$ cat src/rtl/wb_pkg.sv
// wb_pkg: shared state encoding and default widths for the write-back skid stage.
package wb_pkg;

    localparam int DEF_DATA_W = 16;
    localparam int DEF_REG_W  = 4;

    typedef enum logic [1:0] {
        EMPTY = 2'd0,
        ONE   = 2'd1,
        TWO   = 2'd2
    } wb_state_e;

    function automatic logic [1:0] occ_of(wb_state_e s);
        return s == TWO ? 2'd2 : s == ONE ? 2'd1 : 2'd0;
    endfunction

endpackage

$ cat src/rtl/wb_skid_stage_if.sv
// wb_skid_stage_if: MEM-side and register-file-side handshake bundle of the write-back stage.
interface wb_skid_stage_if
    import wb_pkg::*;
#(
    parameter int DATA_W = DEF_DATA_W,
    parameter int REG_W  = DEF_REG_W
);

    logic              flush;
    logic              in_valid;
    logic              in_ready;
    logic              in_wr_en;
    logic [REG_W-1:0]  in_wr_reg;
    logic [DATA_W-1:0] in_alu_res;
    logic [DATA_W-1:0] in_mem_data;
    logic              in_mem_to_reg;
    logic              out_valid;
    logic              out_ready;
    logic              out_wr_en;
    logic [REG_W-1:0]  out_wr_reg;
    logic [DATA_W-1:0] out_wb_data;
    logic [1:0]        occupancy;

    modport master (
        output flush, in_valid, in_wr_en, in_wr_reg, in_alu_res, in_mem_data, in_mem_to_reg, out_ready,
        input  in_ready, out_valid, out_wr_en, out_wr_reg, out_wb_data, occupancy
    );

    modport slave (
        input  flush, in_valid, in_wr_en, in_wr_reg, in_alu_res, in_mem_data, in_mem_to_reg, out_ready,
        output in_ready, out_valid, out_wr_en, out_wr_reg, out_wb_data, occupancy
    );

endinterface

$ cat src/rtl/wb_entry_reg.sv
// wb_entry_reg: load-enabled payload register with asynchronous active-low clear.
module wb_entry_reg #(
    parameter int W = 1
) (
    input  logic         clk,
    input  logic         rst_n,
    input  logic         ld_i,
    input  logic [W-1:0] d_i,
    output logic [W-1:0] q_o
);

    logic [W-1:0] q_q;

    always_ff @(posedge clk or negedge rst_n) begin
        if (!rst_n) q_q <= '0;
        else if (ld_i) q_q <= d_i;
    end

    assign q_o = q_q;

endmodule

$ cat src/rtl/wb_skid_stage.sv
// wb_skid_stage: MEM->register-file write-back stage with optional 2-entry skid buffer.
module wb_skid_stage
    import wb_pkg::*;
#(
    parameter int DATA_W  = DEF_DATA_W,
    parameter int REG_W   = DEF_REG_W,
    parameter bit SKID_EN = 1'b1
) (
    input logic clk,
    input logic rst_n,
    wb_skid_stage_if.slave wb
);

    // Entry layout: {wr_en, wr_reg, alu_res, mem_data, mem_to_reg}
    localparam int PW = 2 * DATA_W + REG_W + 2;

    wb_state_e     state_q;
    logic [PW-1:0] in_ent, head_d, head_q, skid_q;
    logic          head_ld, skid_ld, in_ready, out_valid, in_fire, out_fire;

    assign in_ent    = {wb.in_wr_en, wb.in_wr_reg, wb.in_alu_res, wb.in_mem_data, wb.in_mem_to_reg};
    assign out_valid = state_q != EMPTY;
    // With the skid buffer, ready is decoded from state only so out_ready never reaches in_ready.
    assign in_ready  = SKID_EN ? rst_n && state_q != TWO : rst_n && (!out_valid || wb.out_ready);
    assign in_fire   = wb.in_valid && in_ready;
    assign out_fire  = out_valid && wb.out_ready;

    assign head_ld = !wb.flush && (state_q == TWO ? out_fire : state_q == ONE ? in_fire && out_fire : in_fire);
    assign skid_ld = !wb.flush && state_q == ONE && in_fire && !out_fire;
    assign head_d  = state_q == TWO ? skid_q : in_ent;

    always_ff @(posedge clk or negedge rst_n) begin
        if (!rst_n) state_q <= EMPTY;
        else state_q <= wb.flush         ? EMPTY :
                        state_q == EMPTY ? (in_fire ? ONE : EMPTY) :
                        state_q == ONE   ? (in_fire && !out_fire ? TWO : !in_fire && out_fire ? EMPTY : ONE) :
                                           (out_fire ? ONE : TWO);
    end

    wb_entry_reg #(.W(PW)) u_head (
        .clk   (clk),
        .rst_n (rst_n),
        .ld_i  (head_ld),
        .d_i   (head_d),
        .q_o   (head_q)
    );

    generate
        if (SKID_EN) begin : g_skid
            wb_entry_reg #(.W(PW)) u_skid (
                .clk   (clk),
                .rst_n (rst_n),
                .ld_i  (skid_ld),
                .d_i   (in_ent),
                .q_o   (skid_q)
            );
        end else begin : g_noskid
            assign skid_q = '0;
        end
    endgenerate

    assign wb.in_ready    = in_ready;
    assign wb.out_valid   = out_valid;
    assign wb.out_wr_en   = out_valid && head_q[PW-1];
    assign wb.out_wr_reg  = head_q[PW-2 -: REG_W];
    assign wb.out_wb_data = head_q[0] ? head_q[DATA_W:1] : head_q[2*DATA_W:DATA_W+1];
    assign wb.occupancy   = occ_of(state_q);

endmodule

$ cat src/flat_wrapper.sv
// flat-port wrapper written by rule: the top's interface ports become plain ports
module wb_skid_stage_flat import wb_pkg::*;
#(
    parameter int DATA_W  = DEF_DATA_W,
    parameter int REG_W   = DEF_REG_W,
    parameter bit SKID_EN = 1'b1
)
  (clk, rst_n, wb_flush, wb_in_valid, wb_in_wr_en, wb_in_wr_reg, wb_in_alu_res, wb_in_mem_data, wb_in_mem_to_reg, wb_out_ready, wb_in_ready, wb_out_valid, wb_out_wr_en, wb_out_wr_reg, wb_out_wb_data, wb_occupancy);
  wb_skid_stage_if #(.DATA_W(DATA_W), .REG_W(REG_W)) wb_i ();
  input logic clk;
  input logic rst_n;
  input wire logic [$bits(wb_i.flush)-1:0] wb_flush;
  input wire logic [$bits(wb_i.in_valid)-1:0] wb_in_valid;
  input wire logic [$bits(wb_i.in_wr_en)-1:0] wb_in_wr_en;
  input wire logic [$bits(wb_i.in_wr_reg)-1:0] wb_in_wr_reg;
  input wire logic [$bits(wb_i.in_alu_res)-1:0] wb_in_alu_res;
  input wire logic [$bits(wb_i.in_mem_data)-1:0] wb_in_mem_data;
  input wire logic [$bits(wb_i.in_mem_to_reg)-1:0] wb_in_mem_to_reg;
  input wire logic [$bits(wb_i.out_ready)-1:0] wb_out_ready;
  output wire logic [$bits(wb_i.in_ready)-1:0] wb_in_ready;
  output wire logic [$bits(wb_i.out_valid)-1:0] wb_out_valid;
  output wire logic [$bits(wb_i.out_wr_en)-1:0] wb_out_wr_en;
  output wire logic [$bits(wb_i.out_wr_reg)-1:0] wb_out_wr_reg;
  output wire logic [$bits(wb_i.out_wb_data)-1:0] wb_out_wb_data;
  output wire logic [$bits(wb_i.occupancy)-1:0] wb_occupancy;
  assign wb_i.flush = wb_flush;
  assign wb_i.in_valid = wb_in_valid;
  assign wb_i.in_wr_en = wb_in_wr_en;
  assign wb_i.in_wr_reg = wb_in_wr_reg;
  assign wb_i.in_alu_res = wb_in_alu_res;
  assign wb_i.in_mem_data = wb_in_mem_data;
  assign wb_i.in_mem_to_reg = wb_in_mem_to_reg;
  assign wb_i.out_ready = wb_out_ready;
  assign wb_in_ready = wb_i.in_ready;
  assign wb_out_valid = wb_i.out_valid;
  assign wb_out_wr_en = wb_i.out_wr_en;
  assign wb_out_wr_reg = wb_i.out_wr_reg;
  assign wb_out_wb_data = wb_i.out_wb_data;
  assign wb_occupancy = wb_i.occupancy;
  wb_skid_stage #(.DATA_W(DATA_W), .REG_W(REG_W), .SKID_EN(SKID_EN)) u_core (.clk(clk), .rst_n(rst_n), .wb(wb_i));
endmodule
$ cat config.mk
export PLATFORM = sky130hd
export DESIGN_NAME = wb_skid_stage_flat
export DESIGN_NICKNAME = d
export VERILOG_FILES = /design/src/rtl/wb_pkg.sv /design/src/rtl/wb_skid_stage_if.sv /design/src/rtl/wb_entry_reg.sv /design/src/rtl/wb_skid_stage.sv /design/src/flat_wrapper.sv
export SDC_FILE = /design/constraint.sdc
export NUM_CORES = 1
export LEC_CHECK = 0
export CORE_UTILIZATION = 35
export DETAILED_ROUTE_END_ITERATION = 10
export DONT_BUFFER_PORTS = 1
export GPL_ROUTABILITY_DRIVEN = 0
export GPL_TIMING_DRIVEN = 0
export MAX_ROUTING_LAYER = met4
export SLEW_MARGIN = 20
export SYNTH_ARGS = -nofsm -noshare
export SYNTH_HDL_FRONTEND = slang
export SYNTH_HIERARCHICAL = 1
export SYNTH_SLANG_ARGS = --single-unit
$ cat constraint.sdc
create_clock -name clk -period 3.35 [get_ports clk]
set_input_delay 0.67 -clock clk [delete_from_list [all_inputs] [get_ports clk]]
set_output_delay 0.67 -clock clk [all_outputs]
set_load 0.02 [all_outputs]
* Word level (Yosys, flattened, before mapping)
Index checks and enable logic that the tools add are counted. W data, S select, Z words.
Storage, ports and cells: input port bits 43, output and inout bits 25, logic and storage cells 35, flip-flop bits (word level) 78
Operators by class: reduce and logical (&&, ||, !) cells 16, equality and inequality tests 3, muxes and demuxes 13
Operators by type and width (count):
- $mux W38 | 1
- $mux W16 | 1
- $mux W2 | 6
- $logic_and A1 B1 Y1 | 11
- $mux W1 | 5
- $logic_not A1 Y1 | 3
- $eq A2 B1 Y1 const B | 1
- $eq A2 B2 Y1 const B | 1
- $logic_not A2 Y1 | 1
- $ne A2 B2 Y1 const B | 1
- $reduce_bool A2 Y1 | 1

* Logic depth before layout (Yosys ltp)
word-level depth 10, gate-level depth with buffers 10, depth with buffers taken out 6

* Cells and area by module
The synthesis kept the hierarchy.
By module, submodules not included:
- wb_entry_reg | seq. area each 950.9 um^2, times used 2, area an instance 1492.7 um^2, cells an instance 80
- wb_skid_stage | seq. area each 50.0 um^2, times used 1, area an instance 1049.8 um^2, cells an instance 86

* Worst setup path after synthesis
Ideal clock, no wire load.
path kind flip-flop to flip-flop, from register u_core.state_q[1], to register u_core.u_head.q_q[16], in the netlist u_core/u_head/q_o[16], setup time 0.125 ns, clock period less this slack 2.310 ns, cell stages (with the launch flop) 11, data required time 3.225 ns, path buffers 4, arrival time 2.185 ns, path slack 1.040 ns, cells stage by stage dfrtp_1 -> nor2b_2 -> buf_6 -> buf_12 -> nor2_1 -> ha_1 -> a21oi_1 -> a221oi_1 -> buf_6 -> buf_6 -> mux2_4
Between the ends: word-level cells in the longest chain between the ends 7, elaborated cells on any way between the ends 12, those cells by class 3 x eq/ne; 3 x mux; 6 x reduce/logical
Ends and longest elaborated chain:
- from (decl) | RTL line wb_skid_stage.sv:17 | wb_state_e state_q;
- from (signal assigned) | RTL line wb_skid_stage.sv:34 | else state_q <= wb.flush ? EMPTY :
- $ne A2 B2 Y1 | RTL line wb_skid_stage.sv:24 | assign in_ready = SKID_EN ? rst_n && state_q != TWO : rst_n && (!out_valid || wb.out_ready);
- $logic_and A1 B1 Y1 | RTL line wb_skid_stage.sv:24
- $logic_and A1 B1 Y1 | RTL line wb_skid_stage.sv:25 | assign in_fire = wb.in_valid && in_ready;
- $logic_and A1 B1 Y1 | RTL line wb_skid_stage.sv:28 | assign head_ld = !wb.flush && (state_q == TWO ? out_fire : state_q == ONE ? in_fire && out_fire : in_fire);
- $mux W1 | RTL line wb_skid_stage.sv:28
- $mux W1 (*) | RTL line wb_skid_stage.sv:28
- $logic_and A1 B1 Y1 (*) | RTL line wb_skid_stage.sv:28
- via u_core.head_ld | RTL line wb_skid_stage.sv:19 | logic head_ld, skid_ld, in_ready, out_valid, in_fire, out_fire;
- to (signal assigned) | RTL line wb_entry_reg.sv:16 | else if (ld_i) q_q <= d_i;
- to (decl) | RTL line wb_entry_reg.sv:12 | logic [W-1:0] q_q;
Mark *: on every way through the listed nets, which the timed path passes. The rest lies on a longest branch. A chain may end at the register's enable or synchronous reset.

* Worst setup path in the final report
from register u_core.state_q[1], to register u_core.u_head.q_q[13], in the netlist u_core/u_head/q_o[13]
Same word-level chain as after synthesis.

==> out/summary.md <==
After synthesis, the largest family of logic cells by area is multiplexers. The core region is 0.0110 sq mm. The tools report the final max-slew violation count as 0. The total CTS buffers came out at 9. In this run the cell area of the synthesized design comes to 0.00404 sq mm. After synthesis, flip-flops and latches occupy 48.4% of the total area.

For the number of iterations in the first detailed-routing pass, the log shows 3. The residual antenna-violating net count after detailed routing was 0. The logs give 2296 for the number of global-route vias before repair and 0 for the detailed-route DRC error count. Most frequently used flop master after synthesis: sky130_fd_sc_hd__dfrtp_1. The number of cell instances on the worst register-to-register path is 9. Summed over all layers, the routed wires come to 7500 microns.

The cell family contributing the most delay on the critical path is buffers and inverters. The worst setup path is captured at a flop. In this run the count of I/O pins placed on the die edge is 68. Summing the areas of all xor and xnor instances in the mapped netlist gives 0% of the synthesized area. Following the worst setup path forward leads to its endpoint at u_core/u_head/q_o[13]$_DFFE_PN0P_. The flip-flop and latch count after synthesis works out to 78. Buffers placed on the I/O ports in this run total 0. The worst register-to-register path begins at u_core/state_q[1]$_DFF_PN0_. The min-delay analysis places its worst path in the category input pin to asynchronous set/reset pin. The normalized max-slew margin is 67.0%. Setup violations remaining at the end of the flow were counted as 0.

In this run the clock root is driven by a sky130_fd_sc_hd__clkbuf_16. For the count of placed standard cells including taps, the log shows 386. After synthesis, the cell types taking the most area are sky130_fd_sc_hd__dfrtp_1, sky130_fd_sc_hd__mux2_4, sky130_fd_sc_hd__mux2_2. The flow ran to the end, and the final reports show no timing, DRC or antenna violations.

The fraction of final layout cells sized beyond drive strength 1 was 63.4%. Of all nets on the critical path, the largest fanout is 10. The final design utilization is 41.2%. DRC marker count from the first detailed-route iteration: 34. For this design, the slowest cell found on the critical path is sky130_fd_sc_hd__dfrtp_1. Ratio of final minimum period to clock period: 79.2%. In this run the number of H-tree levels came out at 3. Setup repair after global routing left no endpoint under its margin.

The area growth from synthesis to layout is 12.6%. TritonCTS built the clock tree. At the pin with the least slew margin, the transition time is 488 ps. Based on the critical path, the design can be clocked at up to 377 MHz. Final-stage net count: 302.

The critical path is of the flop to flop type. IR analysis of the VDD net gives a maximum drop of 0.000382 V. After Yosys synthesis, and, or, nand and nor cells account for 1.95% of the synthesized area. In the synthesized netlist the async set-or-reset flop fraction comes to 100%.

After synthesis, the largest area contributor takes up 48.4% of total cell area. Wire length per cell: 18.7 microns. In this run the number of cells on the critical path is 9.

The complex-gate fraction of the synthesized area is 0.992%. Final count of hold timing violations: 0. The worst path in the final design needs a cycle of 2650 ps, including I/O delays and setup. The total of cells resized after clock tree synthesis is 0. The count of cells in the finished layout, fillers not included, comes to 402. Register-to-register setup slack: 700 ps.

Measured along the y axis, the die boundary spans 109 microns. The logs give 78 for the number of clock sinks and 2 for the largest buffer count on any clock path. Data arrives at the worst endpoint at 2860 ps. The Yosys step of the flow raised 6 warnings. Detailed routing inserted a total of 2009 vias.

For the count of max-cap constraint violations, the log shows 0. Counting flops with a built-in enable in the synthesized netlist gives 0. The worst-skew pair later-pin latency is 330 ps, and the average cell area after synthesis is 16.4 sq um. The total nets after synthesis came out at 291. The commonest cells after synthesis are sky130_fd_sc_hd__dfrtp_1, sky130_fd_sc_hd__mux2_4, sky130_fd_sc_hd__mux2_2. The die is 109 microns wide. The biggest area contributor in the post-synthesis netlist is sky130_fd_sc_hd__dfrtp_1. The number of buffers added to fix hold violations after cts was 0. The power density over cell area was 651 mW/mm^2; the number of vias per cell was 5.00.

The adder and majority gate portion of the synthesized area was 0.620%; the site row count was 38. At the worst endpoint, the required time is 3560 ps. In this design, the stage delay of the slowest critical-path cell is 440 ps. The endpoint identified for the worst register-to-register timing path is u_core/u_head/q_o[13]$_DFFE_PN0P_. The HPWL after detailed placement was 4990 microns; the synthesized netlist cell count was 246.

Final worst hold slack: 32.0 ps. In the global route stage, overall resource usage came out at 14.4%. 0 antenna diodes ended up in the layout. Together, buffers and inverters on the worst path number 3. The number of antenna violations at the first check in global routing came out at 0. The clock-pin slew of the registers on the worst-case setup and hold paths is 60 ps. The die covers 0.0120 sq mm. For the final database, setup skew stands at 6.13 ps. The worst setup path is launched from a flop. Entering global routing, the biggest net connects 81 pins. The tools report the first element of the critical path as u_core/state_q[1]$_DFF_PN0_. Traced cell by cell, the critical path runs through nor2b_2 > buf_6 > buf_12 > nor2_1 > ha_1 > a21oi_1 > a221oi_1 > buf_2 > mux2_2.

Global routing finished with a remaining overflow of 0. For this configuration, the core starts out at a cell density of 36.6%. The mux contribution to synthesized area was 43.4%; the count of distinct cell types in the synthesized netlist was 20. The run gives 12200 microns as the wire length of the first global-routing pass. The cell with the most instances after synthesis was sky130_fd_sc_hd__dfrtp_1. After routing, the total negative slack on setup checks comes to 0 ps. The buffer count from post-CTS setup fixing was 0; the count of fill cells added during filler insertion was 1010. For this design the static power due to leakage is 0.00206 uW.
layout by cell type, fill, tap and decap left out, drive strengths merged:
| master | instances |
|---|---|
| inv | 2 |
| a211oi | 1 |
| and2 | 2 |
| nor4b | 1 |
| nor2b | 3 |
| clkbuf | 11 |
| or2 | 2 |
| clkinvlp | 1 |
| bufinv | 2 |
| ha | 2 |
| dfrtp | 78 |
| a21o | 1 |
| and2b | 1 |
| clkinv | 2 |
| a21oi | 3 |
| a221oi | 1 |
| buf | 15 |
| mux2 | 130 |
| nand2 | 1 |
| nor2 | 3 |
worst reg2reg max path, stage by stage (launching register included):
cell and delay [ps]:
sky130_fd_sc_hd__dfrtp_1 440, sky130_fd_sc_hd__nor2b_2 180, sky130_fd_sc_hd__buf_6 150, sky130_fd_sc_hd__buf_12 160, sky130_fd_sc_hd__nor2_1 160, sky130_fd_sc_hd__ha_1 170
sky130_fd_sc_hd__a21oi_1 60, sky130_fd_sc_hd__a221oi_1 430, sky130_fd_sc_hd__buf_2 400, sky130_fd_sc_hd__mux2_2 390
registers in the layout (all words and copies together), names as in the netlist:
| name | cells |
|---|---|
| u_core/g_skid.u_skid/q_o | 38 |
| u_core/u_head/q_o | 38 |
| u_core/state_q | 2 |
worst min path at each step:
stage          slack [ps]  cells after the start                                       end
6_report               30                      0  u_core/g_skid.u_skid/q_o[18]$_DFFE_PN0P_
5_1_grt                10                      0          u_core/u_head/q_o[2]$_DFFE_PN0P_
4_1_cts                20                      0          u_core/u_head/q_o[2]$_DFFE_PN0P_
3_5_place_dp          380                      0          u_core/u_head/q_o[2]$_DFFE_PN0P_
3_3_place_gp          380                      0          u_core/u_head/q_o[2]$_DFFE_PN0P_
2_1_floorplan         370                      0   u_core/g_skid.u_skid/q_o[0]$_DFFE_PN0P_
through the flow:
| step | worst slack, ps | total power [uW] | area (sq um) |
|---|---|---|---|
| final | 698 | 2960 | 4540 |
| after global routing | 493 | 3100 | 4540 |
| after CTS | 684 | 3010 | 4540 |
| after detailed placement | 714 | 1920 | 4210 |
| after global placement | 749 | 1900 | 4210 |
| after floorplan | 1040 | 1820 | 4040 |
where the power goes:
| group | internal, uW | switching, uW | leakage (uW) |
|---|---|---|---|
| sequential | 1150 | 125 | 0.000979 |
| combinational | 358 | 254 | 0.000918 |
| clock | 693 | 376 | 0.000162 |
cell families after synthesis:
family | Yosys count
buffers and inverters | 17
multiplexers | 130
flip-flops | 78
AO/OA/AOI/OAI | 6
AND/OR/NAND/NOR | 13
adder cells (fa/ha/maj) | 2
cell type report:
class | instances | area, sq um | area share, %
clock inverter | 5 | 81.3 | 1.79
sequential | 78 | 1950 | 43.0
buffer | 15 | 179 | 3.94
tap | 140 | 175 | 3.85
multi-input combinational | 151 | 1900 | 41.7
clock buffer | 11 | 253 | 5.56
inverter | 2 | 7.51 | 0.165
metal layers:
layer | vias to the layer above | part of all wire (%) | global-route usage, %
li1 | 901 | - | -
met1 | 1053 | 44 | 17.7
met2 | 45 | 49 | 22.6
met3 | 10 | 6.3 | 5.04
met4 | 0 | 1.2 | 4.00
met5 | - | 0 | -
Power figures use the tool's default switching activity.
